### config.mk
export PLATFORM = sky130hd
export DESIGN_NAME = wos_filter_sequencer_flat
export DESIGN_NICKNAME = d
export VERILOG_FILES = /design/src/rtl/wos_filter_sequencer_if.sv /design/src/rtl/wos_filter_sequencer.sv /design/src/flat_wrapper.sv
export SDC_FILE = /design/constraint.sdc
export NUM_CORES = 1
export LEC_CHECK = 0
export CAP_MARGIN = 0
export CORE_MARGIN = 5
export CORE_UTILIZATION = 40
export DETAILED_ROUTE_END_ITERATION = 10
export PLACE_DENSITY_LB_ADDON = 0.3
export SYNTH_ARGS = -nofsm -noshare
export SYNTH_HDL_FRONTEND = slang
export SYNTH_SLANG_ARGS = --single-unit
### constraint.sdc
create_clock -name clk -period 6.2 [get_ports clk]
set_clock_uncertainty 0.05 [all_clocks]
set_input_delay 1.24 -clock clk [delete_from_list [all_inputs] [get_ports clk]]
set_output_delay 1.24 -clock clk [all_outputs]
set_load 0.05 [all_outputs]
### src/rtl/wos_filter_sequencer_if.sv
// wos_filter_sequencer_if: valid/ready sample stream, used for both the
// sequencer's input (slave side) and its output (master side).
interface wos_filter_sequencer_if #(
  parameter int W = 8
) ();
  logic [W-1:0] data;
  logic         valid;
  logic         ready;

  modport master (output data, output valid, input ready);
  modport slave  (input data, input valid, output ready);
endinterface

### src/rtl/wos_filter_sequencer.sv
// wos_filter_sequencer: program table and burst sequencer for the masked rank-order filter core.
// Optional define WOS_SEQ_PAD_EN: warm-up outputs from the zero-filled window are emitted too.
module wos_filter_sequencer #(
  parameter int  N         = 11,
  parameter int  DATA_BITS = 8,
  parameter int  PROGS     = 4,
  parameter int  LAT       = 2,
  parameter int  CNT_BITS  = 16,
  localparam int AW        = (PROGS > 1) ? $clog2(PROGS) : 1,
  localparam int RW        = $clog2(N + 1),
  localparam int DW        = (LAT > 1) ? $clog2(LAT) : 1
) (
  input  logic                   clk,
  input  logic                   rst,
  input  logic                   cfg_we,
  input  logic [AW-1:0]          cfg_addr,
  input  logic [N-1:0]           cfg_mask,
  input  logic [RW-1:0]          cfg_rank,
  input  logic                   start,
  input  logic [AW-1:0]          prog_sel,
  input  logic [CNT_BITS-1:0]    num_samples,
  output logic                   busy,
  output logic                   done,
  output logic                   cfg_err,
  wos_filter_sequencer_if.slave  s,
  output logic [DATA_BITS-1:0]   f_in,
  output logic [N-1:0]           f_mask,
  output logic [RW-1:0]          f_rank,
  output logic                   f_en,
  output logic                   f_clr,
  input  logic [DATA_BITS-1:0]   f_out,
  wos_filter_sequencer_if.master m
);

  typedef enum logic [2:0] {
    ST_IDLE  = 3'd0,
    ST_LOAD  = 3'd1,
    ST_RUN   = 3'd2,
    ST_DRAIN = 3'd3,
    ST_DONE  = 3'd4
  } state_t;

  localparam logic [CNT_BITS-1:0] CNT_ONE  = CNT_BITS'(1);
  localparam logic [RW-1:0]       RANK_DEF = RW'(N / 2 + 1);

  function automatic logic [RW-1:0] popcount(input logic [N-1:0] v);
    logic [RW-1:0] c;
    c = {RW{1'b0}};
    for (int i = 0; i < N; i++) begin
      c = c + RW'(v[i]);
    end
    return c;
  endfunction

  state_t                 state_r, state_nx_s;
  logic [N-1:0]           tbl_mask_r [PROGS];
  logic [RW-1:0]          tbl_rank_r [PROGS];
  logic [AW-1:0]          prog_r;
  logic [CNT_BITS-1:0]    num_r;
  logic [CNT_BITS-1:0]    in_cnt_r;
  logic [DW-1:0]          drain_cnt_r;
  logic [N-1:0]           act_mask_r;
  logic [RW-1:0]          act_rank_r;
  logic                   cfg_err_r;
  logic [LAT-1:0]         tag_r;
  logic [DATA_BITS-1:0]   m_data_r;
  logic                   m_valid_r;
  logic [N-1:0]           sel_mask_s;
  logic [RW-1:0]          sel_rank_s;
  logic                   cfg_bad_s;
  logic                   adv_s;
  logic                   s_ready_s;
  logic                   tag_in_s;

  // State register
  always_ff @(posedge clk or posedge rst) begin
    if (rst) begin
      state_r <= ST_IDLE;
    end else begin
      state_r <= state_nx_s;
    end
  end

  // Program table; writable in any state
  always_ff @(posedge clk or posedge rst) begin
    if (rst) begin
      for (int p = 0; p < PROGS; p++) begin
        tbl_mask_r[p] <= {N{1'b1}};
        tbl_rank_r[p] <= RANK_DEF;
      end
    end else if (cfg_we) begin
      tbl_mask_r[cfg_addr] <= cfg_mask;
      tbl_rank_r[cfg_addr] <= cfg_rank;
    end
  end

  // Next state, stream handshake and core enable
  always_comb begin
    state_nx_s = state_r;
    adv_s      = 1'b0;
    s_ready_s  = 1'b0;
    tag_in_s   = 1'b0;
    sel_mask_s = tbl_mask_r[prog_r];
    sel_rank_s = tbl_rank_r[prog_r];
    cfg_bad_s  = (sel_rank_s == {RW{1'b0}}) || (sel_rank_s > popcount(sel_mask_s));
    case (state_r)
      ST_IDLE: begin
        if (start) begin
          state_nx_s = ST_LOAD;
        end else begin
          state_nx_s = ST_IDLE;
        end
      end
      ST_LOAD: begin
        if (cfg_bad_s) begin
          state_nx_s = ST_DONE;
        end else if (num_r == {CNT_BITS{1'b0}}) begin
          state_nx_s = ST_DONE;
        end else begin
          state_nx_s = ST_RUN;
        end
      end
      ST_RUN: begin
        adv_s     = s.valid && (!m_valid_r || m.ready);
        s_ready_s = adv_s;
`ifdef WOS_SEQ_PAD_EN
        tag_in_s  = 1'b1;
`else
        tag_in_s  = (in_cnt_r >= CNT_BITS'(N - 1));
`endif
        if (adv_s && (in_cnt_r == num_r - CNT_ONE)) begin
          state_nx_s = ST_DRAIN;
        end else begin
          state_nx_s = ST_RUN;
        end
      end
      ST_DRAIN: begin
        adv_s = !m_valid_r || m.ready;
        if (adv_s && (drain_cnt_r == DW'(LAT - 1))) begin
          state_nx_s = ST_DONE;
        end else begin
          state_nx_s = ST_DRAIN;
        end
      end
      ST_DONE: begin
        state_nx_s = ST_IDLE;
      end
      default: begin
        state_nx_s = ST_IDLE;
      end
    endcase
  end

  // Run context: latched program, sample/drain counters, config error flag
  always_ff @(posedge clk or posedge rst) begin
    if (rst) begin
      prog_r      <= {AW{1'b0}};
      num_r       <= {CNT_BITS{1'b0}};
      in_cnt_r    <= {CNT_BITS{1'b0}};
      drain_cnt_r <= {DW{1'b0}};
      act_mask_r  <= {N{1'b0}};
      act_rank_r  <= {RW{1'b0}};
      cfg_err_r   <= 1'b0;
    end else begin
      case (state_r)
        ST_IDLE: begin
          if (start) begin
            prog_r    <= prog_sel;
            num_r     <= num_samples;
            cfg_err_r <= 1'b0;
          end
        end
        ST_LOAD: begin
          act_mask_r  <= sel_mask_s;
          act_rank_r  <= sel_rank_s;
          in_cnt_r    <= {CNT_BITS{1'b0}};
          drain_cnt_r <= {DW{1'b0}};
          cfg_err_r   <= cfg_bad_s;
        end
        ST_RUN: begin
          if (adv_s) begin
            in_cnt_r <= in_cnt_r + CNT_ONE;
          end
        end
        ST_DRAIN: begin
          if (adv_s) begin
            drain_cnt_r <= drain_cnt_r + DW'(1);
          end
        end
        default: begin
        end
      endcase
    end
  end

  // Tag pipeline mirrors the core latency so results line up with their tags
  always_ff @(posedge clk or posedge rst) begin
    if (rst) begin
      tag_r <= {LAT{1'b0}};
    end else if (state_r == ST_LOAD) begin
      tag_r <= {LAT{1'b0}};
    end else if (adv_s) begin
      tag_r[0] <= tag_in_s;
      for (int i = 1; i < LAT; i++) begin
        tag_r[i] <= tag_r[i - 1];
      end
    end
  end

  // Output register; only loaded on an enabled cycle, so nothing is overwritten while stalled
  always_ff @(posedge clk or posedge rst) begin
    if (rst) begin
      m_data_r  <= {DATA_BITS{1'b0}};
      m_valid_r <= 1'b0;
    end else if (adv_s && tag_r[LAT-1]) begin
      m_data_r  <= f_out;
      m_valid_r <= 1'b1;
    end else if (m.ready) begin
      m_valid_r <= 1'b0;
    end
  end

  assign busy    = (state_r != ST_IDLE);
  assign done    = (state_r == ST_DONE);
  assign cfg_err = cfg_err_r;
  assign f_clr   = (state_r == ST_LOAD);
  assign f_en    = adv_s;
  assign f_in    = (state_r == ST_RUN) ? s.data : {DATA_BITS{1'b0}};
  assign f_mask  = (state_r == ST_LOAD) ? sel_mask_s : act_mask_r;
  assign f_rank  = (state_r == ST_LOAD) ? sel_rank_s : act_rank_r;
  assign s.ready = s_ready_s;
  assign m.data  = m_data_r;
  assign m.valid = m_valid_r;

endmodule

### src/flat_wrapper.sv
// flat-port wrapper written by rule: the top's interface ports become plain ports
module wos_filter_sequencer_flat 
#(
  parameter int  N         = 11,
  parameter int  DATA_BITS = 8,
  parameter int  PROGS     = 4,
  parameter int  LAT       = 2,
  parameter int  CNT_BITS  = 16,
  localparam int AW        = (PROGS > 1) ? $clog2(PROGS) : 1,
  localparam int RW        = $clog2(N + 1),
  localparam int DW        = (LAT > 1) ? $clog2(LAT) : 1
)
  (clk, rst, cfg_we, cfg_addr, cfg_mask, cfg_rank, start, prog_sel, num_samples, busy, done, cfg_err, f_in, f_mask, f_rank, f_en, f_clr, f_out, s_data, s_valid, s_ready, m_data, m_valid, m_ready);
  wos_filter_sequencer_if #(.W((8))) s_i ();
  wos_filter_sequencer_if #(.W((8))) m_i ();
  input  logic clk;
  input  logic rst;
  input  logic cfg_we;
  input  logic [AW-1:0] cfg_addr;
  input  logic [N-1:0] cfg_mask;
  input  logic [RW-1:0] cfg_rank;
  input  logic start;
  input  logic [AW-1:0] prog_sel;
  input  logic [CNT_BITS-1:0] num_samples;
  output logic busy;
  output logic done;
  output logic cfg_err;
  output logic [DATA_BITS-1:0] f_in;
  output logic [N-1:0] f_mask;
  output logic [RW-1:0] f_rank;
  output logic f_en;
  output logic f_clr;
  input  logic [DATA_BITS-1:0] f_out;
  input wire logic [$bits(s_i.data)-1:0] s_data;
  input wire logic [$bits(s_i.valid)-1:0] s_valid;
  output wire logic [$bits(s_i.ready)-1:0] s_ready;
  output wire logic [$bits(m_i.data)-1:0] m_data;
  output wire logic [$bits(m_i.valid)-1:0] m_valid;
  input wire logic [$bits(m_i.ready)-1:0] m_ready;
  assign s_i.data = s_data;
  assign s_i.valid = s_valid;
  assign s_ready = s_i.ready;
  assign m_data = m_i.data;
  assign m_valid = m_i.valid;
  assign m_i.ready = m_ready;
  wos_filter_sequencer #(.N(N), .DATA_BITS(DATA_BITS), .PROGS(PROGS), .LAT(LAT), .CNT_BITS(CNT_BITS)) u_core (.clk(clk), .rst(rst), .cfg_we(cfg_we), .cfg_addr(cfg_addr), .cfg_mask(cfg_mask), .cfg_rank(cfg_rank), .start(start), .prog_sel(prog_sel), .num_samples(num_samples), .busy(busy), .done(done), .cfg_err(cfg_err), .s(s_i), .f_in(f_in), .f_mask(f_mask), .f_rank(f_rank), .f_en(f_en), .f_clr(f_clr), .f_out(f_out), .m(m_i));
endmodule
==> flow_summary.ini <==
[logic_synthesis]
syn_nets = 578
ys_async_sr_fraction_pct = 100
synth.area.top_cells = dfrtp_1, dfstp_2, mux2_2
syn-cell-area_um2 = 6410
synth_flop_cell = dfrtp_1
synth-edff-count = 0
synth_top_area_cell = dfrtp_1
syn_inst = 502
avgSynthCellArea_um2 = 12.8
synthDistinctLibCells = 56
yosysWarningCount = 0
synth_seq_cells = 125
yosysSeqAreaShare_pct = 49.8
yosys.area.top_type_share_pct = 28.5

[clocking]
cts-resized-gates = 0
clkLatencyLatePin_ps = 420
clockBufferDepth = 2
post_cts_buffers = 0
cts_buffers = 17
h-tree-depth = 4
cts_tree = built
clk_root_buffer_cell = clkbuf_16
cts_sinks = 125
clkTransAtPathRegs_ps = 60
hold_buffers = 0

[sta]
hold_viol_final = 0
fin_crit_sh_pct = 83.5
finalMaxSlewViolations = 0
tightestPinTransition_ps = 925
finalCriticalPeriod_ps = 5180
fin_tns_setup_ps = 0
rsz0062_at_grt = no
fmax_mhz = 193
setup_ws_ps = 1020
setup_viol = 0
hold_ws_ps = 449
slew_headroom_pct = 38.1

[floorplanning]
initial_core_util_pct = 40.5
die_h_um = 137
fp.dieW_um = 137
core_um2 = 15800
num_rows = 46
die_area_um2 = 18700
pin_count = 95

[setup_path]
end_kind = register
reg2regPathDepth = 17
setup.worst_path.start = u_core.prog_r[1]$_DFFE_PP0P_
worst_ep_arrival_time_ps = 5440
r2r-end = u_core.state_r[2]$_DFF_PP0_
crit_fanout = 8
worstPathRequired_ps = 6460
r2r_start = u_core.prog_r[1]$_DFFE_PP0P_
crit_path_start_kind = register
crit_type = reg2reg
ff2ff_setup_slack_ps = 1020

[layout]
drive_gt1_share_pct = 36.0
multi_input_area_um2 = 3050
mostFrequentLayoutCell = mux2_2
fin_nets = 677
register_area_um2 = 3190
post-route-util_pct = 51.9
area_growth_pct = 28.1
diodes = 0
layout_common_cells = mux2_2, clkdlybuf4s50_1, dfrtp_1
n_fill_cell = 1359

[drt]
route.detailed.wl_per_inst_um = 17.3
drt_pass1_iterations = 4
totalWireLength_um = 14400
drt_iter0_drc = 193
antenna_left = 0
via_per_inst = 5.23
via_count = 4338
post-route-drc-count = 0

[grt]
grt_max_degree = 79
grt_overflow = 0
track_usage_pct = 16.6
antenna_found_initial = 0
grt_pass1_vias = 4697
grt_pass1_wl_um = 23800

[hold_path]
whs_path_depth = 1
worstHoldStart = u_core.act_mask_r[5]$_DFF_PP0_
min_path_type = reg2reg
whs_endpoint = u_core.act_mask_r[5]$_DFF_PP0_

[power_and_ir_drop]
p_leak_nw = 3.32
pwr-share-seq_pct = 25.5
sw_frac_of_total_pct = 41.3
ir_drop_v = 0.000625
powerDensity_nw_per_um2 = 629
power_frac_clock_pct = 19.7
power.switching_mw = 2.14
power_frac_comb_pct = 54.8
p_int_mw = 3.03
p_total_mw = 5.17

[placement]
routabilityCongestion = 0.811
port_buffers = 94
dp_hpwl_um = 10400
place_ws_ps = 1020

[outcome]
status = complete, no violations

[job]
maxCapViolCount = 0
==> through the flow <==
stage               instances  instance area (um2)
floorplan                 502                 6410
global placement          798                 7610
detailed placement        798                 7610
CTS                       830                 8220
global route              830                 8220
finish                    830                 8220
==> metal layers <==
metal | GRT usage (%) | wire length [um] | up-vias
met5 | 0 | 0 | -
met4 | 5.66 | 193 | 0
met3 | 4.85 | 732 | 19
met2 | 28.6 | 7460 | 103
met1 | 19.8 | 5980 | 2208
li1 | - | - | 2008
==> power by group through the flow <==
stage | clock [mW] | combinational (mW) | sequential [mW]
after floorplan | 0 | 2.15 | 1.29
after global placement | 0 | 2.74 | 1.32
after detailed placement | 0 | 2.86 | 1.33
after CTS | 1.05 | 2.89 | 1.32
after global routing | 1.08 | 3.18 | 1.36
final | 1.02 | 2.84 | 1.32
==> cell type report <==
cell class,count,share of cell area [%]
clock inverters,13,2.00
inverters,26,1.22
repair buffers,101,12.1
multi-input cells,330,37.1
clock buffers,19,5.39
well taps,216,3.29
flip-flops and latches,125,38.9
==> state kept, by name (all words and copies together) (netlist names), 2 cells and up <==
register           flops
u_core.act_rank_r      4
u_core.in_cnt_r       16
u_core.tbl_mask_r     44
u_core.prog_r          2
u_core.tag_r           2
u_core.m.data          8
u_core.num_r          16
u_core.act_mask_r     11
u_core.tbl_rank_r     16
u_core.state_r         3
==> logic make-up (layout without fill, tap and decap cells) <==
kind of cell,count (synthesis),after routing,share of synthesized area (%)
flip-flops,125,125,49.8
AND/OR/NAND/NOR,121,121,11.2
multiplexers,119,119,23.5
buffers and inverters,47,159,2.89
AO/OA/AOI/OAI,45,45,4.70
XOR/XNOR,26,26,3.55
adder cells (fa/ha/maj),19,19,4.41
==> critical path: stages, from the launching register on <==
cell	delay (ps)
dfrtp_1	570
mux4_2	580
ha_1	300
inv_1	70
fa_1	430
fa_1	480
fa_1	490
inv_1	40
ha_1	200
fa_1	480
inv_1	40
ha_1	270
nor2b_1	140
o21a_1	180
o21a_1	160
o21ai_0	210
nand2_1	110
o31a_1	280
==> how the worst max path moves through the flow <==
stage                                        endpoint  depth (start not counted)
after CTS                 u_core.state_r[2]$_DFF_PP0_                         17
after floorplan           u_core.state_r[2]$_DFF_PP0_                         19
final                     u_core.state_r[2]$_DFF_PP0_                         17
after global routing      u_core.state_r[2]$_DFF_PP0_                         17
after global placement    u_core.state_r[2]$_DFF_PP0_                         17
after detailed placement  u_core.state_r[2]$_DFF_PP0_                         17
==> cells in the mapped netlist, drive strengths merged, types with 2 or more instances <==
cell type / count
mux2: 101
dfrtp: 73
dfstp: 52
inv: 26
nand2: 20
nor2: 20
clkbuf: 18
xnor2: 17
mux4: 15
ha: 13
o21ai: 13
a21oi: 11
nor3: 9
or3: 9
xor2: 9
and2: 8
nor4: 8
nand3: 7
nor2b: 7
fa: 6
nor3b: 6
nand2b: 5
nand4: 4
nor4b: 4
or4: 4
buf: 3
mux2i: 3
nand3b: 3
a211oi: 2
a22o: 2
o2111ai: 2
o211ai: 2
o21a: 2
o41ai: 2
Power figures use the tool's default switching activity.
